--- config.mk ---
export PLATFORM = sky130hd
export DESIGN_NAME = ft2232h_tx_scheduler
export DESIGN_NICKNAME = d
export VERILOG_FILES = /design/src/rtl/ft2232h_pkg.sv /design/src/rtl/ft2232h_tx_scheduler_rr_arbiter.sv /design/src/rtl/ft2232h_tx_scheduler.sv
export SDC_FILE = /design/constraint.sdc
export NUM_CORES = 2
export LEC_CHECK = 0
export BUFFER_PORTS_ARGS = -buffer_cell sky130_fd_sc_hd__buf_2
export CAP_MARGIN = 20
export CELL_PAD_IN_SITES_DETAIL_PLACEMENT = 0
export CELL_PAD_IN_SITES_GLOBAL_PLACEMENT = 1
export CORE_AREA = 2 2 440 442
export DETAILED_ROUTE_END_ITERATION = 8
export DIE_AREA = 0 0 442 444
export PLACE_DENSITY_LB_ADDON = 0.1
export SYNTH_ARGS = -nofsm -noshare
export SYNTH_HDL_FRONTEND = slang
export SYNTH_SLANG_ARGS = --single-unit
--- constraint.sdc ---
create_clock -name clk -period 5.7 [get_ports clk]
set_input_delay 0.57 -clock clk [delete_from_list [all_inputs] [get_ports clk]]
set_output_delay 0.57 -clock clk [all_outputs]
set_load 0.01 [all_outputs]
--- src/rtl/ft2232h_pkg.sv ---
// Shared types and helpers for the FT2232H frame transmit scheduler.
package ft2232h_pkg;

   typedef enum logic [1:0] {
      IDLE = 2'd0,
      HDR  = 2'd1,
      CID  = 2'd2,
      PAY  = 2'd3
   } tx_state_t;

   localparam logic [7:0] HEADER_BYTE_DEF = 8'hFF;

   function automatic int frame_bytes(input int bits);
      return (bits + 7) / 8;
   endfunction

endpackage

--- src/rtl/ft2232h_tx_scheduler_rr_arbiter.sv ---
// Round-robin requester pick with the rotating pointer held locally.
module rr_arbiter #(
   parameter  int N  = 2,
   localparam int IW = (N > 1) ? $clog2(N) : 1
) (
   input  logic          clk,
   input  logic          rst,
   input  logic          en,
   input  logic [N-1:0]  req,
   output logic [N-1:0]  gnt,
   output logic [IW-1:0] winner
);

   logic [IW-1:0] ptr;
   logic          found;

   function automatic logic [IW-1:0] wrap_idx(input logic [IW-1:0] p, input int off);
      int s;
      s = int'(p) + off;
      return IW'(s % N);
   endfunction

   // Scan starts at the pointer so the last winner is checked last.
   always_comb begin
      gnt    = '0;
      winner = '0;
      found  = 1'b0;
      for (int off = 0; off < N; off++) begin
         if (!found && req[wrap_idx(ptr, off)]) begin
            found  = 1'b1;
            winner = wrap_idx(ptr, off);
         end
      end
      if (en && found) gnt[winner] = 1'b1;
   end

   always_ff @(posedge clk) begin
      if (rst) begin
         ptr <= '0;
      end else if (en && found) begin
         ptr <= (winner == IW'(N - 1)) ? '0 : winner + 1'b1;
      end
   end

endmodule

--- src/rtl/ft2232h_tx_scheduler.sv ---
// Arbitrates N capture channels onto one FT2232H sync-FIFO write port,
// sending header, channel ID and the frame MSB-first.
//   state | meaning
//   IDLE  | no frame in flight; grant on any request
//   HDR   | header byte on the bus, waiting for accept
//   CID   | channel-ID byte on the bus
//   PAY   | payload bytes, byte_cnt indexes the byte on the bus
module ft2232h_tx_scheduler
   import ft2232h_pkg::*;
#(
   parameter  int          N_CH           = 2,
   parameter  int          DATA_WIDTH     = 14,
   parameter  int          SAMPLES        = 40,
   parameter  logic [7:0]  HEADER_BYTE    = HEADER_BYTE_DEF,
   parameter  int          TIMEOUT_CYCLES = 65535,
   localparam int          FRAME_BITS     = DATA_WIDTH * SAMPLES
) (
   input  logic                         clk,
   input  logic                         rst,
   input  logic [N_CH-1:0]              req,
   input  logic [N_CH*FRAME_BITS-1:0]   frame_data,
   output logic [N_CH-1:0]              gnt,
   input  logic                         txe_n,
   output logic                         wr_n,
   output logic [7:0]                   data_out,
   output logic                         busy,
   output logic                         abort_err
);

   localparam int BYTES    = frame_bytes(FRAME_BITS);
   localparam int SR_W     = BYTES * 8;
   localparam int PAD_BITS = SR_W - FRAME_BITS;
   localparam int CNT_W    = $clog2(BYTES + 1);
   localparam int ST_W     = (TIMEOUT_CYCLES > 0) ? $clog2(TIMEOUT_CYCLES + 1) : 1;
   localparam int IW       = (N_CH > 1) ? $clog2(N_CH) : 1;

   tx_state_t             state;
   logic [SR_W-1:0]       sreg;
   logic [2:0]            ch_id;
   logic [CNT_W-1:0]      byte_cnt;
   logic [ST_W-1:0]       stall_cnt;
   logic [N_CH-1:0]       arb_gnt;
   logic [IW-1:0]         arb_winner;
   logic [FRAME_BITS-1:0] win_frame;
   logic                  arb_en;
   logic                  accept;

   assign arb_en = (state == IDLE) && (|req);
   assign accept = !wr_n && !txe_n;

   rr_arbiter #(.N(N_CH)) u_arb (
      .clk    (clk),
      .rst    (rst),
      .en     (arb_en),
      .req    (req),
      .gnt    (arb_gnt),
      .winner (arb_winner)
   );

   always_comb begin
      win_frame = '0;
      for (int i = 0; i < N_CH; i++) begin
         if (arb_winner == IW'(i)) win_frame = frame_data[i*FRAME_BITS +: FRAME_BITS];
      end
   end

   always_ff @(posedge clk) begin
      if (rst) begin
         state     <= IDLE;
         wr_n      <= 1'b1;
         data_out  <= '0;
         gnt       <= '0;
         busy      <= 1'b0;
         abort_err <= 1'b0;
         sreg      <= '0;
         ch_id     <= '0;
         byte_cnt  <= '0;
         stall_cnt <= '0;
      end else begin
         gnt       <= '0;
         abort_err <= 1'b0;
         case (state)
            IDLE: begin
               stall_cnt <= '0;
               if (|req) begin
                  gnt      <= arb_gnt;
                  // Short frames are left-aligned so the last byte is zero-padded at its LSBs.
                  sreg     <= SR_W'(win_frame) << PAD_BITS;
                  ch_id    <= 3'(arb_winner);
                  data_out <= HEADER_BYTE;
                  wr_n     <= 1'b0;
                  busy     <= 1'b1;
                  state    <= HDR;
               end
            end
            default: begin
               if (accept) begin
                  stall_cnt <= '0;
                  case (state)
                     HDR: begin
                        data_out <= {5'b0, ch_id};
                        state    <= CID;
                     end
                     CID: begin
                        data_out <= sreg[SR_W-1 -: 8];
                        sreg     <= sreg << 8;
                        byte_cnt <= '0;
                        state    <= PAY;
                     end
                     PAY: begin
                        if (byte_cnt == CNT_W'(BYTES - 1)) begin
                           wr_n  <= 1'b1;
                           busy  <= 1'b0;
                           state <= IDLE;
                        end else begin
                           byte_cnt <= byte_cnt + 1'b1;
                           data_out <= sreg[SR_W-1 -: 8];
                           sreg     <= sreg << 8;
                        end
                     end
                     default: ;
                  endcase
               end else if (txe_n && (TIMEOUT_CYCLES != 0)) begin
                  // Abort on the edge that completes the TIMEOUT_CYCLES-th stall cycle.
                  if (stall_cnt == ST_W'(TIMEOUT_CYCLES - 1)) begin
                     wr_n      <= 1'b1;
                     busy      <= 1'b0;
                     abort_err <= 1'b1;
                     stall_cnt <= '0;
                     state     <= IDLE;
                  end else begin
                     stall_cnt <= stall_cnt + 1'b1;
                  end
               end
            end
         endcase
      end
   end

endmodule

* Word level (Yosys, flattened, before mapping) *
Index checks and enable logic that the tools add are counted.
W data, S select, Z words.

word-level totals
  flip-flop bits (word level) = 600
  bits of input ports = 1125
  output and inout port bits = 13

operators by class
  add/subtract/negate cells = 4
  magnitude comparators = 4
  equality and inequality tests = 12
  mux-type cells = 47
  bitwise gates (word level) = 4
  reductions and logical operators = 25

operators with widths
  operator                 count
  $mux W560                5
  $pmux W560 S2            1
  $mux W8                  4
  $mux W1                  25
  $pmux W8 S3              1
  $add A16 B1 Y16 const B  1
  $eq A16 B16 Y1 const B   1
  $mux W16                 1
  $pmux W7 S2              1
  $mux W2                  6
  $reduce_and A4 Y1        3
  $reduce_and A5 Y1        2
  $reduce_bool A3 Y1       3
  $reduce_or A4 Y1         2
  $add A7 B1 Y7 const B    1
  $eq A7 B7 Y1 const B     1
  $mux W7                  1
  $lt A1 B2 Y1 const B     3
  $ne A3 B1 Y1 const B     2
  $pmux W2 S3              1
  $logic_and A1 B1 Y1      5
  $ne A5 B1 Y1 const B     1
  $eq A2 B2 Y1 const B     2
  $ne A4 B4 Y1 const B     1
  other kinds (15)         22

* Depth between registers and ports, before layout *
  depth in word-level cells = 10
  depth in mapped cells = 11

* Hierarchy *
A second synthesis with hierarchy kept.

second synthesis, totals
  cell total of the unflattened synthesis = 3960
  area total of the unflattened synthesis = 36582.6 um^2

by module, submodules not included
  module                times used  cells an instance  area each (um^2)  seq. area each (um^2)
  ft2232h_tx_scheduler  1           3952               36520.0           11991.5
  rr_arbiter            1           8                  62.6              20.0

* Worst setup path after synthesis *
Ideal clock, no wire load.

  path type = reg-to-reg
  start point = reg state[1]
  end point = reg byte_cnt[3]
  data arrival time = 2.105 ns
  required time = 5.567 ns
  slack = 3.463 ns
  stages on the path, launching flop included = 10
  period minus slack after synthesis = 2.237 ns
  cell sequence = dfxtp_1 > clkbuf_1 > inv_1 > ha_1 > buf_2 > or3_1 > a211oi_2 > nand4_1 > xor2_1 > nor2_1

between the ends
  longest elaborated chain between the ends = 3
  elaborated cells between the ends (all ways) = 8
  classes of those cells = 3 x eq/ne; 1 x mux; 1 x bitwise; 3 x reduce/logical

RTL lines
  element                                           RTL line                                                text
  start: declaration                                ft2232h_tx_scheduler.sv:37                              tx_state_t state;
  start signal: assignment                          ft2232h_tx_scheduler.sv:69                              state <= IDLE;
  start signal: assignment                          ft2232h_tx_scheduler.sv:93                              state <= HDR;
  start signal: assignment                          ft2232h_tx_scheduler.sv:102                             state <= CID;
  $eq A2 B2 Y1 or $logic_not A2 Y1 (tied branches)  ft2232h_tx_scheduler.sv:99, ft2232h_tx_scheduler.sv:82
  $ne A2 B2 Y1 (no line) (tied with other cells)    n/a
  $reduce_and A4 Y1 (no line)                       n/a
  end signal: assignment                            ft2232h_tx_scheduler.sv:116                             byte_cnt <= byte_cnt + 1'b1;
  end: declaration                                  ft2232h_tx_scheduler.sv:40                              logic [CNT_W-1:0] byte_cnt;

Several ways; a longest one is shown, not always the timed one.
A chain may end at the register's enable or synchronous reset.

* Worst setup path in the final report *
  start point = reg state[1]
  end point = reg sreg[194]

between the ends
  longest elaborated chain between the ends = 4
  elaborated cells between the ends (all ways) = 11
  classes of those cells = 4 x eq/ne; 3 x mux; 4 x reduce/logical

RTL lines
  element                 RTL line                     text
  $eq A2 B2 Y1            ft2232h_tx_scheduler.sv:99   case (state)
  $pmux W560 S2           ft2232h_tx_scheduler.sv:99
  $mux W560               ft2232h_tx_scheduler.sv:97   if (accept) begin
  $mux W560               ft2232h_tx_scheduler.sv:82   case (state)
  end signal: assignment  ft2232h_tx_scheduler.sv:88   sreg <= SR_W'(win_frame) << PAD_BITS;
  end signal: assignment  ft2232h_tx_scheduler.sv:106  sreg <= sreg << 8;
  end signal: assignment  ft2232h_tx_scheduler.sv:118  sreg <= sreg << 8;
  end: declaration        ft2232h_tx_scheduler.sv:38   logic [SR_W-1:0] sreg;

Several ways; a longest one is shown, not always the timed one. The select of a mux whose other input is x is not followed.

==> flow_summary.json <==
{
  "antenna_found_initial": 195,
  "tritoncts": "done",
  "critical_path_arrival_ns": 4.07,
  "timing.final.hold_violations": 0,
  "wl_per_cell_um": 22.3,
  "end_kind": "register",
  "grt_pass1_wl_mm": 255,
  "grtUsageTotal_pct": 17.4,
  "hp-class": "input port to register",
  "fin_crit_ns": 3.45,
  "hold_buffers": 0,
  "cts.sinks": 600,
  "rsz0062_at_grt": "no",
  "synth.ff_latch_count": 600,
  "slowest_delay_ns": 0.67,
  "final_common_cell": "nand2_1",
  "grt_max_degree": 203,
  "clk_latency_ns": 0.70,
  "drc_errors": 0,
  "total_power_uw": 23400,
  "final.setup.tns_ns": 0,
  "slew_violations": 0,
  "fillerInstances": 22100,
  "area_growth_pct": 34.0,
  "postCtsSetupRepairBufs": 0,
  "start_util_pct": 16.5,
  "clockBufferDepth": 3,
  "grt_overflow": 0,
  "cts_resized": 0,
  "synthesis.nets": 5678,
  "cp-start-kind": "register",
  "cts_made_buffers": 87,
  "portBuffers": 1137,
  "drt_wl_total_mm": 179,
  "critical_path.cell_chain": "inv_1, ha_4, o21ba_2, a21oi_1, o21ai_4, buf_4, buf_4, buf_12, a311o_1, a21oi_1",
  "timing.fmax_mhz": 290,
  "finClkSkew_ns": 0.0263,
  "drt.antenna.violating_nets": 0,
  "cp_num_buf_inv": 4,
  "required_ns": 6.32,
  "worst_ir_drop_vdd_mv": 0.446,
  "drt_first_pass_iters": 5,
  "io_pins": 1138,
  "avgSynthCellArea_um2": 6.97,
  "status": "finished clean",
  "critPathTopFamily": "compound AO/OA/AOI/OAI gates",
  "dieHeight_um": 444,
  "crit_type": "register to register",
  "fin_nets": 6529,
  "via_per_inst": 4.52,
  "max-cap-violations": 0,
  "clockRootBuffer": "clkbuf_16",
  "dp_hpwl_mm": 130,
  "ys_warn_count": 0,
  "p_leak_uw": 0.0174,
  "netlist-cell-type-count": 47,
  "cts-htree-levels": 3,
  "route.vias.total": 36300,
  "core-area_um2": 192000,
  "rows": 161,
  "die_w_um": 442,
  "cpMaxStageDelayCell": "ha_4",
  "maxSlewHeadroom_pct": 27.9,
  "dieArea_um2": 196000,
  "worstPathMaxFanout": 98,
  "final_layout_size_suffix_gt1_share_pct": 24.6,
  "drt_iter0_drc": 1983,
  "tightest_slew_ns": 1.08,
  "final-setup-viol-count": 0,
  "place_congestion": 0.795,
  "power_density_nw_per_um2": 550,
  "netlist_instances": 4544,
  "grt_pass1_vias": 36400,
  "finalCritPeriodShare_pct": 60.6,
  "synth_area_um2": 31700,
  "ys_seq_area_share_pct": 37.9,
  "clkSlewWorstSetupHoldPaths_ns": 0.06,
  "layout_common_cells": "1671 x nand2_1, 1136 x buf_2, 600 x dfxtp_1, 584 x nor2_1, 569 x a21oi_1"
}
final cells by class:
class	instances	area, um2	share of cell area (%)
timing repair buffer	1201	6490	15.3
multi-input combinational	3491	17800	41.9
tap	2526	3160	7.44
antenna	48	120	0.283
inverter	14	52.6	0.124
sequential	600	12000	28.3
clock buffer	131	2550	6.01
clock inverter	22	272	0.639
cell usage after synthesis, drive strengths merged:
cell,count,area [um2]
clkbuf,285,1070
or2,1,6.26
o211a,1,10.0
inv,14,52.6
o21bai,2,15.0
or3,1,6.26
and3b,1,8.76
a31oi,1,6.26
a21oi,569,2850
xnor2,7,61.3
ha,9,113
nand3b,1,7.51
nand2,1671,6270
o21ai,8,43.8
a31o,1,8.76
xor2,13,114
a311oi,1,8.76
and3,5,31.3
a211oi,2,20.0
and4bb,1,12.5
mux2i,8,80.1
and2,2,12.5
nand3,7,35.0
a21o,1,7.51
and4,3,26.3
buf,154,788
nand4,9,56.3
a311o,552,5530
a22oi,1,7.51
dfxtp,600,12000
o21a,1,7.51
nor3,3,15.0
nor2,584,2190
o21ba,1,10.0
a2111o,1,11.3
o31ai,1,7.51
a211o,7,61.3
o2bb2ai,8,70.1
nand2b,4,25.0
or4,1,7.51
nor4,1,6.26
mux2,1,11.3
final timing paths:
| check | startpoint | endpoint | slack (ns) | cells after the start |
|---|---|---|---|---|
| worst max-delay path | state[1]$_SDFFE_PP0P_ | sreg[194]$_SDFFE_PP0P_ | 2.25 | 10 |
| worst max register to register | state[1]$_SDFFE_PP0P_ | sreg[194]$_SDFFE_PP0P_ | 2.25 | 10 |
| worst min-delay path | frame_data[560] | sreg[0]$_SDFFE_PP0P_ | 0.14 | 3 |
| worst min register to register | data_out[5]$_SDFFE_PP0P_ | data_out[5]$_SDFFE_PP0P_ | 0.45 | 2 |
state kept, by name (all words and copies together), names as in the netlist:
name       flops
abort_err      1
busy           1
byte_cnt       7
ch_id          1
data_out       8
gnt            2
sreg         560
stall_cnt     16
state          2
u_arb.ptr      1
wr_n           1
power by group:
| part | switching, uW | internal (uW) | total, uW | leakage [uW] |
|---|---|---|---|---|
| clock | 2300 | 3260 | 5560 | 0.00138 |
| combinational | 6620 | 4060 | 10700 | 0.0111 |
| sequential | 1060 | 6060 | 7120 | 0.00493 |
| total | 9980 | 13400 | 23400 | 0.0174 |
metrics by stage:
stage	worst slack, ns	util, %	instance area [um2]	hold slack (ns)	std cells
finish	2.25	22.2	42500	0.139	8033
global route	1.97	22.1	42400	0.0986	8011
CTS	2.16	22.1	42300	0.0355	7984
detailed placement	2.17	20.6	39500	0.445	7831
global placement	2.27	20.6	39500	0.441	7831
floorplan	3.46	-	31700	0.433	4544
metal layers:
layer,vias up,share of wire [%],global-route usage [%]
li1,17400,-,-
met1,17200,41,20.4
met2,1030,50,30.9
met3,444,5.8,4.72
met4,116,2.6,4.77
met5,-,0.39,0
cell families (layout without fill, tap and decap cells):
logic type / after synthesis / after routing / synth area share (%)
simple gates: 2295 / 2295 / 27.5
flops: 600 / 600 / 37.9
mux: 9 / 9 / 0.288
other cells: 0 / 48 / 0
buf+inv: 453 / 1368 / 6.03
xor+xnor: 20 / 20 / 0.553
fa+ha+maj: 9 / 9 / 0.355
compound gates: 1158 / 1158 / 27.4
worst register-to-register path, stage by stage, from the launching register on:
cell and delay (ns):
dfxtp_1 0.43, inv_1 0.19, ha_4 0.67, o21ba_2 0.28, a21oi_1 0.26, o21ai_4 0.27
buf_4 0.29, buf_4 0.22, buf_12 0.22, a311o_1 0.44, a21oi_1 0.13
Power figures use the tool's default switching activity.
